## src/rtl/am_param_meas_pkg.sv

```systemverilog
// Shared types and constants for the AM parameter measurement stage.
package am_meas_pkg;

   localparam int ENV_W     = 9;
   localparam int DIV_W     = 16;
   localparam int PCT_SCALE = 100;

   typedef enum logic [2:0] {
      MS_IDLE    = 3'd0,
      MS_ACQ     = 3'd1,
      MS_CALC_MA = 3'd2,
      MS_CALC_F  = 3'd3,
      MS_DONE    = 3'd4
   } meas_state_e;

   function automatic logic [7:0] sat8(input logic [DIV_W-1:0] v);
      return (v > DIV_W'(255)) ? 8'hFF : v[7:0];
   endfunction

endpackage

```

## src/rtl/am_param_meas_seq_div.sv

```systemverilog
// Unsigned restoring divider: one load cycle, then one quotient bit per clock.
module seq_div
   import am_meas_pkg::*;
(
   input  logic             clk_i,
   input  logic             rst_ni,
   input  logic             start_i,
   input  logic [DIV_W-1:0] dividend_i,
   input  logic [DIV_W-1:0] divisor_i,
   output logic             done_o,
   output logic [DIV_W-1:0] quotient_o,
   output logic [DIV_W-1:0] remainder_o
);

   logic             busy_q;
   logic [3:0]       cnt_q;
   logic [DIV_W-1:0] dvd_q, dvs_q, rem_q;
   logic [DIV_W:0]   rem_sh;
   logic             ge;
   logic [DIV_W-1:0] rem_n, quo_n;

   // The dividend register shifts left and collects quotient bits in its LSB.
   always_comb begin
      rem_sh = {rem_q, dvd_q[DIV_W-1]};
      ge     = rem_sh >= {1'b0, dvs_q};
      rem_n  = ge ? DIV_W'(rem_sh - {1'b0, dvs_q}) : rem_sh[DIV_W-1:0];
      quo_n  = {dvd_q[DIV_W-2:0], ge};
   end

   // Results are forwarded during the final iteration so done carries them.
   assign done_o      = busy_q && (cnt_q == 4'(DIV_W-1));
   assign quotient_o  = done_o ? quo_n : dvd_q;
   assign remainder_o = done_o ? rem_n : rem_q;

   always_ff @(posedge clk_i or negedge rst_ni) begin
      if (!rst_ni) begin
         busy_q <= 1'b0;
         cnt_q  <= '0;
         dvd_q  <= '0;
         dvs_q  <= '0;
         rem_q  <= '0;
      end else if (!busy_q && start_i) begin
         busy_q <= 1'b1;
         cnt_q  <= '0;
         dvd_q  <= dividend_i;
         dvs_q  <= divisor_i;
         rem_q  <= '0;
      end else if (busy_q) begin
         dvd_q <= quo_n;
         rem_q <= rem_n;
         cnt_q <= cnt_q + 4'd1;
         if (done_o) busy_q <= 1'b0;
      end
   end

endmodule

```

## src/rtl/am_param_meas.sv

```systemverilog
// Per-window modulation depth (percent) and modulating frequency (kHz) from
// the demodulated envelope.
module am_param_meas
   import am_meas_pkg::*;
#(
   parameter int WIN_CYC = 81920,
   parameter int WIN_MS  = 10,
   parameter int OFFSET  = 512,
   parameter int HYST    = 8
) (
   input  logic       clk,
   input  logic       rst_n,
   input  logic       en,
   input  logic [9:0] din,
   input  logic       din_valid,
   output logic [7:0] ma,
   output logic [7:0] freq,
   output logic       meas_valid,
   output logic       busy,
   output logic [2:0] dbg_state
);

   localparam int CNT_W = $clog2(WIN_CYC);
   localparam logic [2:0] ST_IDLE    = MS_IDLE;
   localparam logic [2:0] ST_ACQ     = MS_ACQ;
   localparam logic [2:0] ST_CALC_MA = MS_CALC_MA;
   localparam logic [2:0] ST_CALC_F  = MS_CALC_F;
   localparam logic [2:0] ST_DONE    = MS_DONE;

   logic [2:0]       state_q, state_d;
   logic [CNT_W-1:0] win_cnt_q, win_cnt_d;
   logic [ENV_W-1:0] vmax_q, vmax_d, vmin_q, vmin_d;
   logic [ENV_W-1:0] vmax_prev_q, vmax_prev_d, vmin_prev_q, vmin_prev_d;
   logic             have_prev_q, have_prev_d, level_q, level_d;
   logic [7:0]       xcnt_q, xcnt_d, ma_res_q, ma_res_d;
   logic [7:0]       ma_q, ma_d, freq_q, freq_d;
   logic             mv_q, mv_d;

   logic [9:0]       off_c, env10, mid10;
   logic [ENV_W-1:0] env, span;
   logic             env_hi, env_lo;
   logic [DIV_W-1:0] den_ma, div_num, div_den, div_quo;
   logic             div_start, div_done;

   // Clamp the offset-binary sample to a non-negative envelope.
   always_comb begin
      off_c  = 10'(OFFSET);
      env    = (din > off_c) ? ENV_W'(din - off_c) : '0;
      env10  = {1'b0, env};
      mid10  = ({1'b0, vmax_prev_q} + {1'b0, vmin_prev_q}) >> 1;
      env_hi = env10 > (mid10 + 10'(HYST));
      env_lo = (env10 + 10'(HYST)) < mid10;
      // An empty window leaves vmax below vmin; treat it as zero depth.
      span   = (vmax_q >= vmin_q) ? (vmax_q - vmin_q) : '0;
      den_ma = DIV_W'(vmax_q) + DIV_W'(vmin_q);
   end

   always_comb begin
      div_start = 1'b0;
      div_num   = DIV_W'(span) * DIV_W'(PCT_SCALE);
      div_den   = den_ma;
      if (state_q == ST_CALC_MA) begin
         div_start = (den_ma != '0);
      end else if (state_q == ST_CALC_F) begin
         div_start = 1'b1;
         div_num   = DIV_W'(xcnt_q) + DIV_W'(WIN_MS / 2);
         div_den   = DIV_W'(WIN_MS);
      end
   end

   seq_div u_div (
      .clk_i       (clk),
      .rst_ni      (rst_n),
      .start_i     (div_start),
      .dividend_i  (div_num),
      .divisor_i   (div_den),
      .done_o      (div_done),
      .quotient_o  (div_quo),
      .remainder_o ()
   );

   always_comb begin
      state_d     = state_q;
      win_cnt_d   = win_cnt_q;
      vmax_d      = vmax_q;
      vmin_d      = vmin_q;
      vmax_prev_d = vmax_prev_q;
      vmin_prev_d = vmin_prev_q;
      have_prev_d = have_prev_q;
      level_d     = level_q;
      xcnt_d      = xcnt_q;
      ma_res_d    = ma_res_q;
      ma_d        = ma_q;
      freq_d      = freq_q;
      mv_d        = 1'b0;
      case (state_q)
         ST_IDLE: begin
            if (en) begin
               state_d     = ST_ACQ;
               win_cnt_d   = '0;
               vmax_d      = '0;
               vmin_d      = '1;
               xcnt_d      = '0;
               have_prev_d = 1'b0;
               level_d     = 1'b0;
            end
         end
         ST_ACQ: begin
            if (!en) begin
               state_d = ST_IDLE;
            end else begin
               if (din_valid) begin
                  if (env > vmax_q) vmax_d = env;
                  if (env < vmin_q) vmin_d = env;
                  if (have_prev_q) begin
                     if (env_hi && !level_q) begin
                        level_d = 1'b1;
                        if (xcnt_q != 8'hFF) xcnt_d = xcnt_q + 8'd1;
                     end else if (env_lo) begin
                        level_d = 1'b0;
                     end
                  end
               end
               if (win_cnt_q == CNT_W'(WIN_CYC - 1)) state_d = ST_CALC_MA;
               else win_cnt_d = win_cnt_q + 1'b1;
            end
         end
         ST_CALC_MA: begin
            if (den_ma == '0) begin
               ma_res_d = '0;
               state_d  = ST_CALC_F;
            end else if (div_done) begin
               ma_res_d = (div_quo > DIV_W'(PCT_SCALE)) ? 8'(PCT_SCALE) : div_quo[7:0];
               state_d  = ST_CALC_F;
            end
         end
         ST_CALC_F: begin
            if (div_done) begin
               ma_d        = ma_res_q;
               freq_d      = sat8(div_quo);
               mv_d        = 1'b1;
               vmax_prev_d = vmax_q;
               vmin_prev_d = vmin_q;
               have_prev_d = 1'b1;
               state_d     = ST_DONE;
            end
         end
         ST_DONE: begin
            if (en) begin
               state_d   = ST_ACQ;
               win_cnt_d = '0;
               vmax_d    = '0;
               vmin_d    = '1;
               xcnt_d    = '0;
            end else begin
               state_d = ST_IDLE;
            end
         end
         default: state_d = ST_IDLE;
      endcase
   end

   always_ff @(posedge clk or negedge rst_n) begin
      if (!rst_n) begin
         state_q     <= ST_IDLE;
         win_cnt_q   <= '0;
         vmax_q      <= '0;
         vmin_q      <= '0;
         vmax_prev_q <= '0;
         vmin_prev_q <= '0;
         have_prev_q <= 1'b0;
         level_q     <= 1'b0;
         xcnt_q      <= '0;
         ma_res_q    <= '0;
         ma_q        <= '0;
         freq_q      <= '0;
         mv_q        <= 1'b0;
      end else begin
         state_q     <= state_d;
         win_cnt_q   <= win_cnt_d;
         vmax_q      <= vmax_d;
         vmin_q      <= vmin_d;
         vmax_prev_q <= vmax_prev_d;
         vmin_prev_q <= vmin_prev_d;
         have_prev_q <= have_prev_d;
         level_q     <= level_d;
         xcnt_q      <= xcnt_d;
         ma_res_q    <= ma_res_d;
         ma_q        <= ma_d;
         freq_q      <= freq_d;
         mv_q        <= mv_d;
      end
   end

   assign ma         = ma_q;
   assign freq       = freq_q;
   assign meas_valid = mv_q;
   assign busy       = (state_q != ST_IDLE);
   assign dbg_state  = state_q;

endmodule

```

## config.mk

```make
export PLATFORM = sky130hd
export DESIGN_NAME = am_param_meas
export DESIGN_NICKNAME = d
export VERILOG_FILES = /design/src/rtl/am_param_meas_pkg.sv /design/src/rtl/am_param_meas_seq_div.sv /design/src/rtl/am_param_meas.sv
export SDC_FILE = /design/constraint.sdc
export NUM_CORES = 1
export LEC_CHECK = 0
export CAP_MARGIN = 20
export CORE_ASPECT_RATIO = 1.75
export CORE_MARGIN = 5
export CORE_UTILIZATION = 50
export CTS_BUF_LIST = sky130_fd_sc_hd__clkbuf_4
export CTS_CLUSTER_DIAMETER = 30
export CTS_CLUSTER_SIZE = 20
export DETAILED_ROUTE_END_ITERATION = 7
export GPL_TIMING_DRIVEN = 0
export PLACE_DENSITY = 0.78
export SLEW_MARGIN = 20
export SYNTH_ARGS = -nofsm -noshare
export SYNTH_HDL_FRONTEND = slang
export SYNTH_HIERARCHICAL = 1
export SYNTH_SLANG_ARGS = --single-unit
```

## constraint.sdc

```tcl
create_clock -name clk -period 7.1 [get_ports clk]
set_clock_uncertainty 0.15 [all_clocks]
set_input_delay 1.42 -clock clk [delete_from_list [all_inputs] [get_ports clk]]
set_output_delay 1.42 -clock clk [all_outputs]
set_load 0.03 [all_outputs]
```

Word level (Yosys, flattened, before mapping). Cells that the tools add are included.

Register bits after elaboration: 144. Bits of input ports: 14. Output and inout port bits: 21. Logic and storage cells: 147.

Add/sub/neg operators: 11. Multiply operators: 1. Magnitude comparators: 9. Eq/ne operators: 21. Mux-type cells: 63. Reduce and logical (&&, ||, !) cells: 24.

Operators by type and width (count): 16-bit two-way mux (8); 9-bit two-way mux (10); 8-bit two-way mux (10); 17-bit two-way mux (3); 9-bit one-hot mux with 2 select lines (2); 17-bit one-hot mux with 2 select lines (1); 9-bit by 4-bit adder with 10-bit output (second input constant) (2); 9-bit by 9-bit adder with 10-bit output (2); 10-bit two-way mux (2); 3-bit two-way mux (6); 2-bit inequality test (second input constant) (9); 17-bit by 1-bit adder with 17-bit output (second input constant) (1); 17-bit equality test (second input constant) (1); 17-bit by 16-bit greater-or-equal comparator with 1-bit output (1); 16-bit by 7-bit > comparator with 1-bit output (second input constant) (1); 16-bit by 8-bit > comparator with 1-bit output (second input constant) (1); 16-bit zero test (1); 8-bit one-hot mux with 2 select lines (1); 16-bit nonzero test (1); 16-bit subtractor (1); 1-bit two-way mux (15); 3-bit one-hot mux with 5 select lines (1); 9-bit by 5-bit multiplier with 14-bit output (second input constant) (1); 10-bit > comparator (second input constant) (1); other kinds (32) (47).

Logic depth before layout (Yosys ltp). Gate-level depths: netlist of the first run.

Depth after elaboration: 10. Depth in mapped cells: 26. Mapped depth without buffers: 25.

By module. The synthesis of the first run kept the hierarchy.

Modules (own cells, without submodules): am_param_meas (instances 1, cells an instance 826, area each 7080.5 sq um, seq. area each 2277.2 sq um); seq_div (instances 1, cells an instance 417, area each 3515.9 sq um, seq. area each 1326.3 sq um).

Worst setup path before layout of the first run. OpenSTA, ideal clock, no wires.

Kind: reg2reg. Start: reg vmin_q[1]. End: reg u_div.dvd_q[15]. Library setup time: 0.133 ns. Arrival: 5.114 ns. Required time: 6.817 ns. Path slack: 1.703 ns. Stages on the path, launching flop included: 25. Path buffers: 1. Period minus slack after synthesis: 5.397 ns. Cell sequence: dfrtp_1 inv_1 ha_1 nor2b_1 o21ai_1 a21oi_1 o21a_1 o21ai_1 o2111ai_1 a31oi_1 clkbuf_1 nor3_1 ha_1 ha_1 fa_1 ha_1 a21oi_1 o21ai_1 a2111oi_0 nor3_1 a31oi_1 xor2_1 nor2_1 mux2i_1 o21ai_0.

Word-level cells in the longest chain between the ends: 6. Elaborated cells on any way between the ends: 12. Those cells by class: add/sub: 2; mul: 1; order compare: 1; mux: 5; reduce/logical: 3.

RTL lines: start: declaration (line am_param_meas.sv:32) `logic [ENV_W-1:0] vmax_q, vmax_d, vmin_q, vmin_d;`; start signal: assignment (line am_param_meas.sv:182) `vmin_q <= vmin_d;`; 9-bit subtractor / 9-bit greater-or-equal comparator (equally long branches) (line am_param_meas.sv:54) `span = (vmax_q >= vmin_q) ? (vmax_q - vmin_q) : '0;`; 9-bit two-way mux * (line am_param_meas.sv:54); 9-bit by 5-bit multiplier with 14-bit output * (line am_param_meas.sv:60) `div_num = DIV_W'(span) * DIV_W'(PCT_SCALE);`; 16-bit two-way mux (line am_param_meas.sv:64) `end else if (state_q == ST_CALC_F) begin`; 16-bit two-way mux * (line am_param_meas.sv:62) `if (state_q == ST_CALC_MA) begin`; net div_num[15] (line am_param_meas.sv:42) `logic [DIV_W-1:0] den_ma, div_num, div_den, div_quo;`; 16-bit two-way mux * (line am_param_meas_seq_div.sv:42) `end else if (!busy_q && start_i) begin`; end signal: assignment (line am_param_meas_seq_div.sv:45) `dvd_q <= dividend_i;`; end signal: assignment (line am_param_meas_seq_div.sv:49) `dvd_q <= quo_n;`; end: declaration (line am_param_meas_seq_div.sv:17) `logic [DIV_W-1:0] dvd_q, dvs_q, rem_q;`.

The timed path passes the listed nets; every way through them passes the cells marked *. A chain may end at the register's enable or synchronous reset.

Final worst setup path of the first run.
Start: reg vmin_q[1]. End: reg u_div.dvd_q[14].

Same word-level chain as after synthesis.

==> results_dict.tcl, run 1 <==
set metrics [dict create \
    ctsLongestPathBuffers 2 \
    postRouteWirelength_mm 25.5 \
    io_buffers 34 \
    firstDrtPassIters 4 \
    worst_slack_ps 549 \
    power.switching_uw 2570 \
    clock_sinks 144 \
    combPwrFrac 0.643 \
    relSlewSlack 0.427 \
    num_rows 70 \
    hpwlAfterDp_mm 20.3 \
    root_buffer "clkbuf_4" \
    crit_buf_inv 2 \
    clockPowerShare 0.093 \
    dp.cells 1501 \
    drc 0 \
    p_leak_uw 0.00549 \
    fmax_mhz 153 \
    start_util 0.503 \
    reg2reg_setup_slack_ps 550 \
    gp_congestion 0.926 \
    die_area_um2 24000 \
    timing.rr.end "u_div/dvd_q[14]" \
    fin_crit_ps 6550 \
    ctsResizeCount 0 \
    critPathTopFamily "compound AO/OA/AOI/OAI gates" \
    wl_per_cell_um 16.6 \
    rsz0062_at_grt "no" \
    vias_per_cell 5.70 \
    tritoncts "yes" \
    drt_iter0_drc 338 \
    cp.required_ps 7450 \
    crit_slowest_cell "a31oi_1" \
    drive_gt1_frac 0.0515 \
    cts_setup_buffers 0 \
    grt_pass1_vias 9169 \
    hold_viol 0 \
    finalInstanceArea_um2 11400 \
    min_period_over_period 0.923 \
    seqPwrFrac 0.263 \
    ys.warnings.count 6 \
    syn_avg_cell_area_um2 8.64 \
    final_nets 1400 \
    hold_start "ma[2]" \
    vdd_drop_max_mv 0.192 \
    core_um2 20800 \
    holdCritPathClass "reg -> reg" \
    hold_path_depth 2 \
    ctsHoldBuffers 0 \
    cp.arrival_ps 6900 \
    min_to "ma[2]" \
    tightest_slew_ps 851 \
    post_dp_cell_area_um2 11200 \
    outcome "completed" \
    crit_path_max_incr_delay_ps 600 \
    critical_path_class "reg -> reg" \
    preCtsSetupSlack_ps 662 \
    power_density_nw_per_um2 465 \
    ant_nets 0 \
    intPower_uw 2740 \
    antenna_found_initial 1 \
    syn-instance-count 1209 \
    area_growth_pct 9.25 \
    end_kind "register" \
    p_total_uw 5310 \
    setup_viol 0 \
    path_clk_slew_ps 140 \
    grt_max_degree 80 \
    synth_area_um2 10400 \
    vias 8748 \
    n_fill_cell 1905 \
    io_pins 35 \
    cts-buffers-inserted 17 \
    report.final.slew_viol_count 0 \
    clk_latency_ps 590 \
    crit_fanout 10 \
    ff2ff_path_depth 25 \
    grt_usage 0.219 \
    setup-tns-final_ps 0 \
    die_y_um 201 \
    die_w_um 119 \
    swShare 0.484 \
    max_cap_viol_count 0 \
    grt-ovfl-total 0 \
    finalNonFillerCells 1534 \
    cpMostUsedCell "ha_1" \
    reg2reg_from "vmin_q[1]" \
    h-tree-depth 4 \
    grt_first_pass_wirelength_mm 42.7 \
    start_kind "register" \
]
[sequential cells by signal, indices dropped and copies added (netlist names), 3 cells and up]
| name | cells |
|---|---|
| win_cnt_q | 17 |
| vmax_prev_q | 9 |
| vmax_q | 9 |
| ma_res_q | 8 |
| vmin_prev_q | 9 |
| u_div/dvd_q | 16 |
| freq | 8 |
| xcnt_q | 8 |
| ma | 8 |
| vmin_q | 9 |
| u_div/rem_q | 16 |
| u_div/dvs_q | 16 |
| u_div/cnt_q | 4 |
| dbg_state | 3 |
[worst max path at each step]
stage	slack (ps)	to	from	depth (start not counted)
after global routing	100	u_div/dvd_q[14]	vmin_q[1]	25
final	550	u_div/dvd_q[14]	vmin_q[1]	25
after detailed placement	660	u_div/dvd_q[14]	vmin_q[1]	25
after floorplan	1700	u_div/dvd_q[15]	vmin_q[1]	24
after global placement	-1290	vmax_prev_q[7]	rst_n	1
after CTS	620	u_div/dvd_q[14]	vmin_q[1]	25
[routing by layer]
metal	up-vias	global-route usage	wire length [um]
li1	4311	-	-
met1	4232	0.209	9190
met2	130	0.429	14400
met3	75	0.0273	444
met4	0	0.138	1450
met5	-	0	0
[cells in the final DEF, fill, tap and decap left out, types with 4 or more instances in the layout]
cell type          n
or3_1              7
clkdlybuf4s50_1   33
xnor2_1           40
clkbuf_1          38
a21o_1            13
dfrtp_1          144
nor2b_1           14
mux2i_1           49
nand2_1          214
ha_1             110
clkbuf_4          17
nand3_1           15
inv_1             82
nand2b_1           7
and2_1             6
o21bai_1           4
xor2_1            26
o31ai_1            8
nor2_1            99
a22o_1             5
and3_1             7
o211ai_1           6
or4_1              4
inv_8              4
nand4_1           18
fa_1               8
o21ai_0           76
nor4_1             4
o22ai_1           12
o21ai_1           17
a21oi_1           45
clkinv_4           4
conb_1             6
a31oi_1            9
nor3_1            22
nand3b_1           7
o22a_1             7
o21a_1            13
[worst min-delay path, cell delays in order (launching register included)]
cell and delay, ps:
dfrtp_1 370, nand2_1 50, nand2_1 60
[power by group through the flow]
stage / sequential [uW] / combinational (uW) / clock, uW
final: 1400 / 3420 / 496
after global routing: 1440 / 3810 / 553
after CTS: 1400 / 3420 / 511
after detailed placement: 1410 / 3400 / 0
after global placement: 1400 / 3330 / 0
after floorplan: 1400 / 2570 / 0
[stage by stage]
| stage | hold WS, ps | util |
|---|---|---|
| global route | 364 | 0.550 |
| floorplan | 280 | - |
| detailed placement | 313 | 0.537 |
| CTS | 344 | 0.550 |
| finish | 343 | 0.550 |
| global placement | 300 | 0.536 |
[final cells by class]
class	count	area [um^2]	area share
antenna	1	2.50	0.000219
inverter	86	323	0.0283
tap	252	315	0.0276
multi-input combinational	936	6320	0.554
timing repair buffer	35	373	0.0327
clock inverter	15	129	0.0113
buffer	48	214	0.0188
sequential	144	3600	0.316
clock buffer	17	128	0.0112
No activity file was read; power rests on OpenSTA's default activity.
==> run 2: changes to the inputs <==
--- a/config.mk
+++ b/config.mk
@@ -14,6 +14,7 @@
 export CTS_CLUSTER_SIZE = 20
 export DETAILED_ROUTE_END_ITERATION = 7
 export GPL_TIMING_DRIVEN = 0
+export HOLD_SLACK_MARGIN = 0.03
 export PLACE_DENSITY = 0.78
 export SLEW_MARGIN = 20
 export SYNTH_ARGS = -nofsm -noshare
==> results of run 2 <==
The final DEF is identical to that of run 1; final timing and power are the same.
